`config.mk`:
```
export PLATFORM = sky130hd
export DESIGN_NAME = mano_control_unit
export DESIGN_NICKNAME = d
export VERILOG_FILES = /design/src/rtl/mano_pkg.sv /design/src/rtl/instr_decoder.sv /design/src/rtl/mano_control_unit.sv
export SDC_FILE = /design/constraint.sdc
export NUM_CORES = 1
export LEC_CHECK = 0
export ABC_AREA = 1
export CORE_MARGIN = 1
export CORE_UTILIZATION = 34
export DETAILED_ROUTE_END_ITERATION = 8
export PLACE_DENSITY = 0.81
export SYNTH_ARGS = -nofsm -noshare
export SYNTH_HDL_FRONTEND = slang
export SYNTH_HIERARCHICAL = 1
export SYNTH_SLANG_ARGS = --single-unit
export TNS_END_PERCENT = 5
```
`constraint.sdc`:
```
create_clock -name i_clk -period 1.9 [get_ports i_clk]
set_clock_uncertainty 0.2 [all_clocks]
set_input_delay 0.285 -clock i_clk [delete_from_list [all_inputs] [get_ports i_clk]]
set_output_delay 0.285 -clock i_clk [all_outputs]
set_load 0.02 [all_outputs]
```
`src/rtl/mano_pkg.sv`:
```
// rtl/mano_pkg.sv - shared constants for the Mano basic-computer control sequencer
package mano_pkg;

   localparam logic [2:0] BUS_NONE = 3'd0;
   localparam logic [2:0] BUS_AR   = 3'd1;
   localparam logic [2:0] BUS_PC   = 3'd2;
   localparam logic [2:0] BUS_DR   = 3'd3;
   localparam logic [2:0] BUS_AC   = 3'd4;
   localparam logic [2:0] BUS_IR   = 3'd5;
   localparam logic [2:0] BUS_TR   = 3'd6;
   localparam logic [2:0] BUS_MEM  = 3'd7;

   localparam logic [2:0] ALU_AND     = 3'd0;
   localparam logic [2:0] ALU_ADD     = 3'd1;
   localparam logic [2:0] ALU_PASS_DR = 3'd2;
   localparam logic [2:0] ALU_CMA     = 3'd3;
   localparam logic [2:0] ALU_SHR     = 3'd4;
   localparam logic [2:0] ALU_SHL     = 3'd5;
   localparam logic [2:0] ALU_INPR    = 3'd6;
   localparam logic [2:0] ALU_PASS_AC = 3'd7;

   localparam int OP_AND = 0;
   localparam int OP_ADD = 1;
   localparam int OP_LDA = 2;
   localparam int OP_STA = 3;
   localparam int OP_BUN = 4;
   localparam int OP_BSA = 5;
   localparam int OP_ISZ = 6;
   localparam int OP_RIO = 7;

   localparam logic [11:0] RR_CLA = 12'h800;
   localparam logic [11:0] RR_CLE = 12'h400;
   localparam logic [11:0] RR_CMA = 12'h200;
   localparam logic [11:0] RR_CME = 12'h100;
   localparam logic [11:0] RR_CIR = 12'h080;
   localparam logic [11:0] RR_CIL = 12'h040;
   localparam logic [11:0] RR_INC = 12'h020;
   localparam logic [11:0] RR_SPA = 12'h010;
   localparam logic [11:0] RR_SNA = 12'h008;
   localparam logic [11:0] RR_SZA = 12'h004;
   localparam logic [11:0] RR_SZE = 12'h002;
   localparam logic [11:0] RR_HLT = 12'h001;

   localparam int T0 = 0;
   localparam int T1 = 1;
   localparam int T2 = 2;
   localparam int T3 = 3;
   localparam int T4 = 4;
   localparam int T5 = 5;
   localparam int T6 = 6;

   function automatic logic rr_has(input logic [11:0] rr, input logic [11:0] mask);
      return |(rr & mask);
   endfunction

endpackage

```
`src/rtl/instr_decoder.sv`:
```
// rtl/instr_decoder.sv - splits IR into one-hot opcode, register-reference bits and I bit
module instr_decoder
   import mano_pkg::*;
(
   input  logic [15:0] i_ir,
   output logic [7:0]  o_d,
   output logic [11:0] o_rr,
   output logic        o_i
);

   assign o_d  = 8'd1 << i_ir[14:12];
   assign o_rr = i_ir[11:0];
   assign o_i  = i_ir[15];

endmodule

```
`src/rtl/mano_control_unit.sv`:
```
// rtl/mano_control_unit.sv - hardwired T0..T6 sequencer driving the Mano datapath controls
module mano_control_unit
   import mano_pkg::*;
#(
   parameter int SC_W = 3
)(
   input  logic            i_clk,
   input  logic            i_rst_n,
   input  logic            i_start,
   input  logic [15:0]     i_ir,
   input  logic [15:0]     i_ac,
   input  logic [15:0]     i_dr,
   input  logic            i_e,
   output logic [2:0]      o_bus_select,
   output logic            o_ar_load,
   output logic            o_ar_inc,
   output logic            o_ar_clr,
   output logic            o_pc_load,
   output logic            o_pc_inc,
   output logic            o_pc_clr,
   output logic            o_dr_load,
   output logic            o_dr_inc,
   output logic            o_dr_clr,
   output logic            o_ac_load,
   output logic            o_ac_inc,
   output logic            o_ac_clr,
   output logic            o_tr_load,
   output logic            o_tr_inc,
   output logic            o_tr_clr,
   output logic            o_ir_load,
   output logic            o_outr_load,
   output logic            o_e_load,
   output logic            o_e_clr,
   output logic            o_e_cmp,
   output logic [2:0]      o_alu_opcode,
   output logic            o_mem_read,
   output logic            o_mem_write,
   output logic [SC_W-1:0] o_sc,
   output logic            o_halted
);

   logic [SC_W-1:0] r_sc;
   logic            r_halted;
   logic            r_i;
   logic [7:0]      w_d;
   logic [11:0]     w_rr;
   logic            w_i;
   logic            w_skip;
   logic            w_shift;

   instr_decoder u_dec (
      .i_ir (i_ir),
      .o_d  (w_d),
      .o_rr (w_rr),
      .o_i  (w_i)
   );

   assign w_skip = (rr_has(w_rr, RR_SPA) & ~i_ac[15]) | (rr_has(w_rr, RR_SNA) & i_ac[15]) |
                   (rr_has(w_rr, RR_SZA) & (i_ac == 16'h0000)) | (rr_has(w_rr, RR_SZE) & ~i_e);
   // E only follows a rotate when that rotate is the AC operation actually performed
   assign w_shift = ~rr_has(w_rr, RR_CLA) & ~rr_has(w_rr, RR_CMA) & rr_has(w_rr, RR_CIR | RR_CIL);

   assign o_sc     = i_rst_n ? r_sc : '0;
   assign o_halted = i_rst_n & r_halted;

   always_ff @(posedge i_clk) begin
      if (!i_rst_n) begin
         r_sc     <= '0;
         r_halted <= 1'b0;
         r_i      <= 1'b0;
      end else if (r_halted) begin
         r_sc <= '0;
         if (i_start) r_halted <= 1'b0;
      end else begin
         case (int'(r_sc))
            T0, T1: r_sc <= r_sc + SC_W'(1);
            T2: begin
               r_i  <= w_i;
               r_sc <= SC_W'(T3);
            end
            T3: begin
               if (w_d[OP_RIO]) begin
                  r_sc <= '0;
                  if (!r_i && rr_has(w_rr, RR_HLT)) r_halted <= 1'b1;
               end else begin
                  r_sc <= SC_W'(T4);
               end
            end
            T4: r_sc <= (w_d[OP_STA] | w_d[OP_BUN]) ? '0 : SC_W'(T5);
            T5: r_sc <= w_d[OP_ISZ] ? SC_W'(T6) : '0;
            default: r_sc <= '0;
         endcase
      end
   end

   always_comb begin
      o_bus_select = BUS_NONE;
      o_ar_load    = 1'b0;
      o_ar_inc     = 1'b0;
      o_ar_clr     = 1'b0;
      o_pc_load    = 1'b0;
      o_pc_inc     = 1'b0;
      o_pc_clr     = 1'b0;
      o_dr_load    = 1'b0;
      o_dr_inc     = 1'b0;
      o_dr_clr     = 1'b0;
      o_ac_load    = 1'b0;
      o_ac_inc     = 1'b0;
      o_ac_clr     = 1'b0;
      o_tr_load    = 1'b0;
      o_tr_inc     = 1'b0;
      o_tr_clr     = 1'b0;
      o_ir_load    = 1'b0;
      o_outr_load  = 1'b0;
      o_e_load     = 1'b0;
      o_e_clr      = 1'b0;
      o_e_cmp      = 1'b0;
      o_alu_opcode = ALU_AND;
      o_mem_read   = 1'b0;
      o_mem_write  = 1'b0;
      if (!i_rst_n) begin
         o_ar_clr = 1'b1;
         o_pc_clr = 1'b1;
         o_dr_clr = 1'b1;
         o_ac_clr = 1'b1;
         o_tr_clr = 1'b1;
         o_e_clr  = 1'b1;
      end else if (!r_halted) begin
         case (int'(r_sc))
            T0: begin
               o_bus_select = BUS_PC;
               o_ar_load    = 1'b1;
            end
            T1: begin
               o_mem_read   = 1'b1;
               o_bus_select = BUS_MEM;
               o_ir_load    = 1'b1;
               o_pc_inc     = 1'b1;
            end
            T2: begin
               o_bus_select = BUS_IR;
               o_ar_load    = 1'b1;
            end
            T3: begin
               if (w_d[OP_RIO]) begin
                  if (!r_i) begin
                     if (rr_has(w_rr, RR_CLA)) o_ac_clr = 1'b1;
                     else if (rr_has(w_rr, RR_CMA)) begin
                        o_ac_load    = 1'b1;
                        o_alu_opcode = ALU_CMA;
                     end else if (rr_has(w_rr, RR_CIR)) begin
                        o_ac_load    = 1'b1;
                        o_alu_opcode = ALU_SHR;
                     end else if (rr_has(w_rr, RR_CIL)) begin
                        o_ac_load    = 1'b1;
                        o_alu_opcode = ALU_SHL;
                     end else if (rr_has(w_rr, RR_INC)) o_ac_inc = 1'b1;
                     if (rr_has(w_rr, RR_CLE)) o_e_clr = 1'b1;
                     else if (rr_has(w_rr, RR_CME)) o_e_cmp = 1'b1;
                     else if (w_shift) o_e_load = 1'b1;
                     o_pc_inc = w_skip;
                  end
               end else if (r_i) begin
                  o_mem_read   = 1'b1;
                  o_bus_select = BUS_MEM;
                  o_ar_load    = 1'b1;
               end
            end
            T4: begin
               if (w_d[OP_AND] | w_d[OP_ADD] | w_d[OP_LDA] | w_d[OP_ISZ]) begin
                  o_mem_read   = 1'b1;
                  o_bus_select = BUS_MEM;
                  o_dr_load    = 1'b1;
               end else if (w_d[OP_STA]) begin
                  o_bus_select = BUS_AC;
                  o_mem_write  = 1'b1;
               end else if (w_d[OP_BUN]) begin
                  o_bus_select = BUS_AR;
                  o_pc_load    = 1'b1;
               end else if (w_d[OP_BSA]) begin
                  o_bus_select = BUS_PC;
                  o_mem_write  = 1'b1;
                  o_ar_inc     = 1'b1;
               end
            end
            T5: begin
               if (w_d[OP_AND]) begin
                  o_ac_load    = 1'b1;
                  o_alu_opcode = ALU_AND;
               end else if (w_d[OP_ADD]) begin
                  o_ac_load    = 1'b1;
                  o_e_load     = 1'b1;
                  o_alu_opcode = ALU_ADD;
               end else if (w_d[OP_LDA]) begin
                  o_ac_load    = 1'b1;
                  o_alu_opcode = ALU_PASS_DR;
               end else if (w_d[OP_BSA]) begin
                  o_bus_select = BUS_AR;
                  o_pc_load    = 1'b1;
               end else if (w_d[OP_ISZ]) o_dr_inc = 1'b1;
            end
            T6: begin
               if (w_d[OP_ISZ]) begin
                  o_bus_select = BUS_DR;
                  o_mem_write  = 1'b1;
                  o_pc_inc     = (i_dr == 16'h0000);
               end
            end
            default: ;
         endcase
      end
   end

endmodule
```
## Word-level counts from Yosys, hierarchy flattened

Cells that the tools add are included.
W data, S select, Z words.

| storage, ports and cells | value |
|---|---|
| input port bits | 52 |
| output and inout bits | 32 |
| logic and storage cells | 179 |
| register bits after elaboration | 5 |

| operators by class | value |
|---|---|
| reduce and logical (&&, ||, !) cells | 10 |
| bitwise gates (word level) | 20 |
| shifts and indexed selects | 1 |
| mux-type cells | 138 |
| eq/ne operators | 6 |
| $add $sub $neg | 1 |

Operators by type and width:

| cell | count |
|---|---|
| $mux W1 | 104 |
| $mux W3 | 18 |
| $logic_not A16 Y1 | 2 |
| $pmux W3 S7 | 1 |
| $pmux W3 S5 | 1 |
| $mux W2 | 6 |
| $pmux W1 S2 | 5 |
| $eq A3 B3 Y1 const B | 3 |
| $reduce_or A2 Y1 | 4 |
| $shl A1 B3 Y8 const A | 1 |
| $and A1 B1 Y1 | 7 |
| $or A1 B1 Y1 | 7 |
| $eq A3 B2 Y1 const B | 2 |
| $not A1 Y1 | 6 |
| $pmux W1 S3 | 2 |
| $pmux W3 S2 | 1 |
| $add A3 B1 Y3 const B | 1 |
| $eq A3 B1 Y1 const B | 1 |
| $logic_not A3 Y1 | 1 |
| $reduce_and A2 Y1 | 1 |
| $logic_and A1 B1 Y1 | 1 |
| $logic_not A1 Y1 | 1 |

## Logic depth before layout (Yosys ltp)

| depth | value |
|---|---|
| word-level depth | 11 |
| mapped depth | 9 |
| gate-level depth less buffers | 9 |

## Modules after synthesis

The synthesis kept the hierarchy.

Modules (own cells, without submodules):

| module | cells an instance | sequential area each (um2) | area an instance (um2) | instances |
|---|---|---|---|---|
| mano_control_unit | 178 | 100.1 | 964.7 | 1 |
| instr_decoder | 28 | 0.0 | 153.9 | 1 |

## Worst setup path after synthesis

OpenSTA, ideal clock, no wires.

| timing path | value |
|---|---|
| kind | register to output |
| start point | register r_sc[0] |
| end point | output o_ac_inc |
| path slack | -0.153 ns |
| cell stages (with the launch flop) | 7 |
| arrival time | 1.568 ns |
| path buffers | 0 |
| required time | 1.415 ns |
| cells stage by stage | dfxtp_1 -> ha_1 -> ha_1 -> nand2_1 -> nor3_2 -> nand2_1 -> nor3b_1 |

| on the way | value |
|---|---|
| longest elaborated chain between the ends | 4 |

Ends and longest elaborated chain:

| element | line | RTL |
|---|---|---|
| start, declared | mano_control_unit.sv:42 | `logic [SC_W-1:0] r_sc;` |
| start signal, assigned | mano_control_unit.sv:76 | `T0, T1: r_sc <= r_sc + SC_W'(1);` |
| start signal, assigned | mano_control_unit.sv:79 | `r_sc <= SC_W'(T3);` |
| start signal, assigned | mano_control_unit.sv:86 | `r_sc <= SC_W'(T4);` |
| $eq A3 B2 Y1 | mano_control_unit.sv:129 | `case (int'(r_sc))` |
| $mux W1 | mano_control_unit.sv:129 |  |
| $mux W1 | mano_control_unit.sv:128 | `end else if (!r_halted) begin` |
| $mux W1 | mano_control_unit.sv:121 | `if (!i_rst_n) begin` |
| end, declared | mano_control_unit.sv:25 | `output logic o_ac_inc,` |

Every way passes these cells.

## Final worst setup path

| timing path | value |
|---|---|
| start point | register r_sc[0] |
| end point | output o_bus_select[0] |

| on the way | value |
|---|---|
| longest elaborated chain between the ends | 4 |
| elaborated cells on any way between the ends | 10 |
| those cells by class | 6 x eq/ne; 3 x mux; 1 x reduce/logical |

Ends and longest elaborated chain:

| element | line | RTL |
|---|---|---|
| $eq A3 B3 Y1, or another cell as far along | mano_control_unit.sv:129 |  |
| $pmux W3 S7 * | mano_control_unit.sv:129 |  |
| $mux W3 * | mano_control_unit.sv:128 |  |
| $mux W3 * | mano_control_unit.sv:121 |  |
| end, declared | mano_control_unit.sv:14 | `output logic [2:0] o_bus_select,` |

Every way passes the cells marked *; elsewhere a longest branch is shown, timed or not.

==> impl.org <==
** Route
- Total vias in the final route :: between 1500 and 2000
- Dividing the detail-routed wire length by the instance count gives ~12 um.
- Dividing the detail-routed via count by the number of cells gives between 4 and 5.
- Router iterations before antenna repair :: 4
- Number of nets still failing antenna checks after routing :: 0
- After detailed routing, the number of remaining DRC violations is 0.
- DRT iter0 DRCs :: 35
- Post-detailed-routing wire length :: 4360 um

** Global route
- Global Route met3 Usage :: 0.0437
- The global routing stage identified its most utilized layer as met2.
- Overflow after GRT :: 0
- For met2 alone, demand over resource in global routing was 0.441.
- Entering global routing, the biggest net connects 13 pins.
- Number of antenna violations at the first check in global routing :: 0
- The number of global-route vias before repair is ~1600.
- In the global route stage, met1 resource usage came out at 0.236.
- Combined global-route utilization of all metal layers :: 0.225
- First-pass GRT wire length :: approximately 6200 um

** Place
- PortBufs :: 80
- The congestion estimate from routability-driven global placement came to between 0.8 and 0.9.
- Summed over all nets, the half-perimeter wirelength after detailed placement is 3180 um.

** Timing
- Setup violations remaining at the end of the flow were counted as 20.
- Count of final hold-check violations :: 0
- Final period utilization :: 1.11
- After routing, the total negative slack on setup checks comes to -2950 ps.
- Min Tclk post-route :: 2120 ps
- Unrepaired setup endpoints after global routing :: yes
- For this run, the top clock speed supported by timing is approximately 0.47 GHz.
- Final count of pins violating max slew :: 0
- Setup slack on the critical path of the routed design comes to -218 ps.

** Worst setup path
- Crit-path max FO :: 4
- CP Data Arrival Time :: 1630 ps
- Length in cells of the worst reg-to-reg path :: 8
- Critical Path End Type :: primary output
- Classification of the worst setup path :: reg2out
- Minimum setup slack among reg-to-reg paths :: roughly 320 ps
- CP Data Required Time :: between 1000 and 1500 ps
- In this run the critical register-to-register path is captured at r_sc[1].
- Startpoint of the worst register-to-register path :: r_sc[1]
- Critical Path Start Type :: flop

** Pwr
- The share of total power dissipated in combinational logic is 0.799.
- Of the total power, the share spent switching nets is 0.464.
- In this run the static leakage power is between 1 and 1.5 nW.
- Across the VDD grid, the largest voltage drop is 312 uV.
- The internal power of the cells totals just under 0.9 mW.
- Overall Power :: about 1.6 mW
- Summed over all nets, the switching power comes to between 0.7 and 0.8 mW.
- Sequential power share :: 0.127
- The share of total power dissipated in the clock network is 0.075.
- In this run the power density over the cells is between 600 and 700 nW/um^2.

** Min path
- Counting instances, the worst hold path has a depth of 3.
- In this run the worst hold path is classified as in2reg.
- The startpoint identified for the worst hold timing path is i_ir[0].
- Worst-case hold path end point :: r_halted

** Finish
- Number of fill cells :: 243
- Seq. cell area :: around 110 sq um
- Footprint of the multi-input gates :: between 900 and 1000 sq um
- Total Nets Final :: 372
- In the final layout, the share of cells above drive strength 1 is 0.452.
- The area growth from synthesis to layout is 112%.
- Antenna diode count :: 0

** Clock network
- Root buffer cell :: sky130_fd_sc_hd__clkbuf_4
- Count of clock tree sinks :: 5
- Number of buffers between clock root and the deepest sink :: 2
- Latest clock arrival within the worst-skew pair :: between 200 and 250 ps
- Clock transition at path regs :: ~40 ps
- Number of CTS-inserted buffers :: 3
- Number of levels in the clock H-tree :: 1
- TritonCTS built the clock tree.

** Synth
- The share of synthesized area in the top cell type comes to 0.141.
- FF+latch count, synth :: 5
- In the synthesized netlist, the number of instances is about 210.
- For this run, the register share of the synthesized area comes to 0.0895.
- Mapped Area :: roughly 1100 sq um
- Summed over all instances, the cell type with the most area after synthesis is sky130_fd_sc_hd__nor2_1.
- By area the synthesized netlist is led by sky130_fd_sc_hd__nor2_1, sky130_fd_sc_hd__buf_4, sky130_fd_sc_hd__nand2_1.
- Synth Area per Inst :: between 5 and 6 sq um
- During synthesis, Yosys emitted a total of 6 warnings.
- Post-synthesis cell type count :: 28

** Floorplan
- Die area :: around 3500 sq um
- Core Rows :: 20
- Die X-Extent :: ~60 um
- Die Ht :: between 50 and 60 um
- For this configuration, the core starts out at a cell density of 0.363.
- Count of pins on the block boundary :: 84
- The total area inside the core boundary comes to slightly above 3000 sq um.

** Outcome
- Violated checks :: setup timing
- Status :: complete, but fails checks

** Job
- Number of maximum-capacitance constraint violations :: 0
per-stage QoR:
stage / std cells / cell area [sq um] / util / hold slack, ps / setup WS (ps)
after floorplan: 208 / 1130 / - / 199 / -85.1
after global placement: 349 / 2110 / 0.686 / 425 / -841
after detailed placement: 349 / 2110 / 0.686 / 434 / -873
after CTS: 356 / 2190 / 0.713 / 425 / -214
after global routing: 358 / 2370 / 0.771 / 458 / -295
final: 358 / 2370 / 0.771 / 431 / -218
placed cells by master, fill, tap and decap left out, drive strengths merged, types with 2 or more instances in the layout:
master	n
nor3	10
clkdlybuf4s50	46
dlygate4sd2	9
a21oi	12
nand4	2
ha	5
o21ai	6
inv	36
nor2	43
dfxtp	5
conb	3
a31oi	4
nand2	40
nand3	12
buf	64
clkbuf	7
metal layers:
| layer | vias up | routed length (um) |
|---|---|---|
| met4 | 0 | 75 |
| met5 | - | 0 |
| li1 | 848 | - |
| met2 | 91 | 2140 |
| met3 | 8 | 498 |
| met1 | 742 | 1650 |
synth_stat cells:
library cell / count
sky130_fd_sc_hd__nor2_1: 42
sky130_fd_sc_hd__dfxtp_1: 5
sky130_fd_sc_hd__and2_0: 1
sky130_fd_sc_hd__nor4_4: 1
sky130_fd_sc_hd__inv_2: 11
sky130_fd_sc_hd__o32ai_1: 1
sky130_fd_sc_hd__inv_4: 1
sky130_fd_sc_hd__o2111a_1: 1
sky130_fd_sc_hd__a21oi_1: 12
sky130_fd_sc_hd__inv_1: 24
sky130_fd_sc_hd__nor2_8: 1
sky130_fd_sc_hd__nand2_1: 40
sky130_fd_sc_hd__ha_1: 5
sky130_fd_sc_hd__nand3b_1: 1
sky130_fd_sc_hd__nor3b_1: 1
sky130_fd_sc_hd__a22oi_1: 1
sky130_fd_sc_hd__buf_6: 1
sky130_fd_sc_hd__nor3_1: 9
sky130_fd_sc_hd__nor3_2: 1
sky130_fd_sc_hd__o22ai_1: 1
sky130_fd_sc_hd__o21ai_0: 3
sky130_fd_sc_hd__conb_1: 1
sky130_fd_sc_hd__buf_4: 20
sky130_fd_sc_hd__o21ai_1: 3
sky130_fd_sc_hd__a31oi_1: 4
sky130_fd_sc_hd__or2_0: 1
sky130_fd_sc_hd__nand3_1: 12
sky130_fd_sc_hd__nand4_1: 2
power by group through the flow:
stage	sequential [mW]	clock, mW	combinational [mW]
finish	0.208	0.123	1.31
detailed placement	0.176	0	1.13
global route	0.215	0.132	1.41
floorplan	0.176	0	0.572
CTS	0.198	0.126	1.16
global placement	0.172	0	1.10
how the worst max path moves through the flow:
stage	from	to
2_1_floorplan	r_sc[0]	o_ac_load
3_3_place_gp	i_ir[13]	o_bus_select[0]
3_5_place_dp	i_ir[12]	o_bus_select[0]
4_1_cts	r_sc[0]	o_mem_read
5_1_grt	r_sc[0]	o_bus_select[0]
6_report	r_sc[0]	o_bus_select[0]
cell families after synthesis:
logic type,count (synthesis),synth area share
fa+ha+maj,5,0.0559
compound gates,26,0.133
flops,5,0.0895
simple gates,112,0.451
other cells,1,0.00335
buf+inv,57,0.267
state kept, by name (all words and copies together), names as in the netlist:
signal	flops
r_halted	1
r_sc	3
r_i	1
critical path, stage by stage (launching register included):
cell and delay (ps):
sky130_fd_sc_hd__dfxtp_4 360, sky130_fd_sc_hd__inv_2 100, sky130_fd_sc_hd__ha_2 230, sky130_fd_sc_hd__nand2_1 100
sky130_fd_sc_hd__nor2_2 130, sky130_fd_sc_hd__buf_4 130, sky130_fd_sc_hd__nor2_2 40, sky130_fd_sc_hd__a21oi_1 140
sky130_fd_sc_hd__buf_4 160
timing repair:
item / 4_1_cts / 5_1_grt
resized for setup: 151 / 57
cloned: 0 / 0
pin swaps: 14 / 13
hold buffers: 0 / 0
buffers inserted: 3 / 2
setup endpoints to repair: 29 / 21
layout make-up:
class	count	share of cell area
Clock buffer	4	0.0111
Inverter	36	0.0601
Multi-Input combinational cell	146	0.409
Sequential cell	5	0.0453
Tap cell	44	0.0232
Timing Repair Buffer	123	0.451
(Power assumes the default switching activity.)
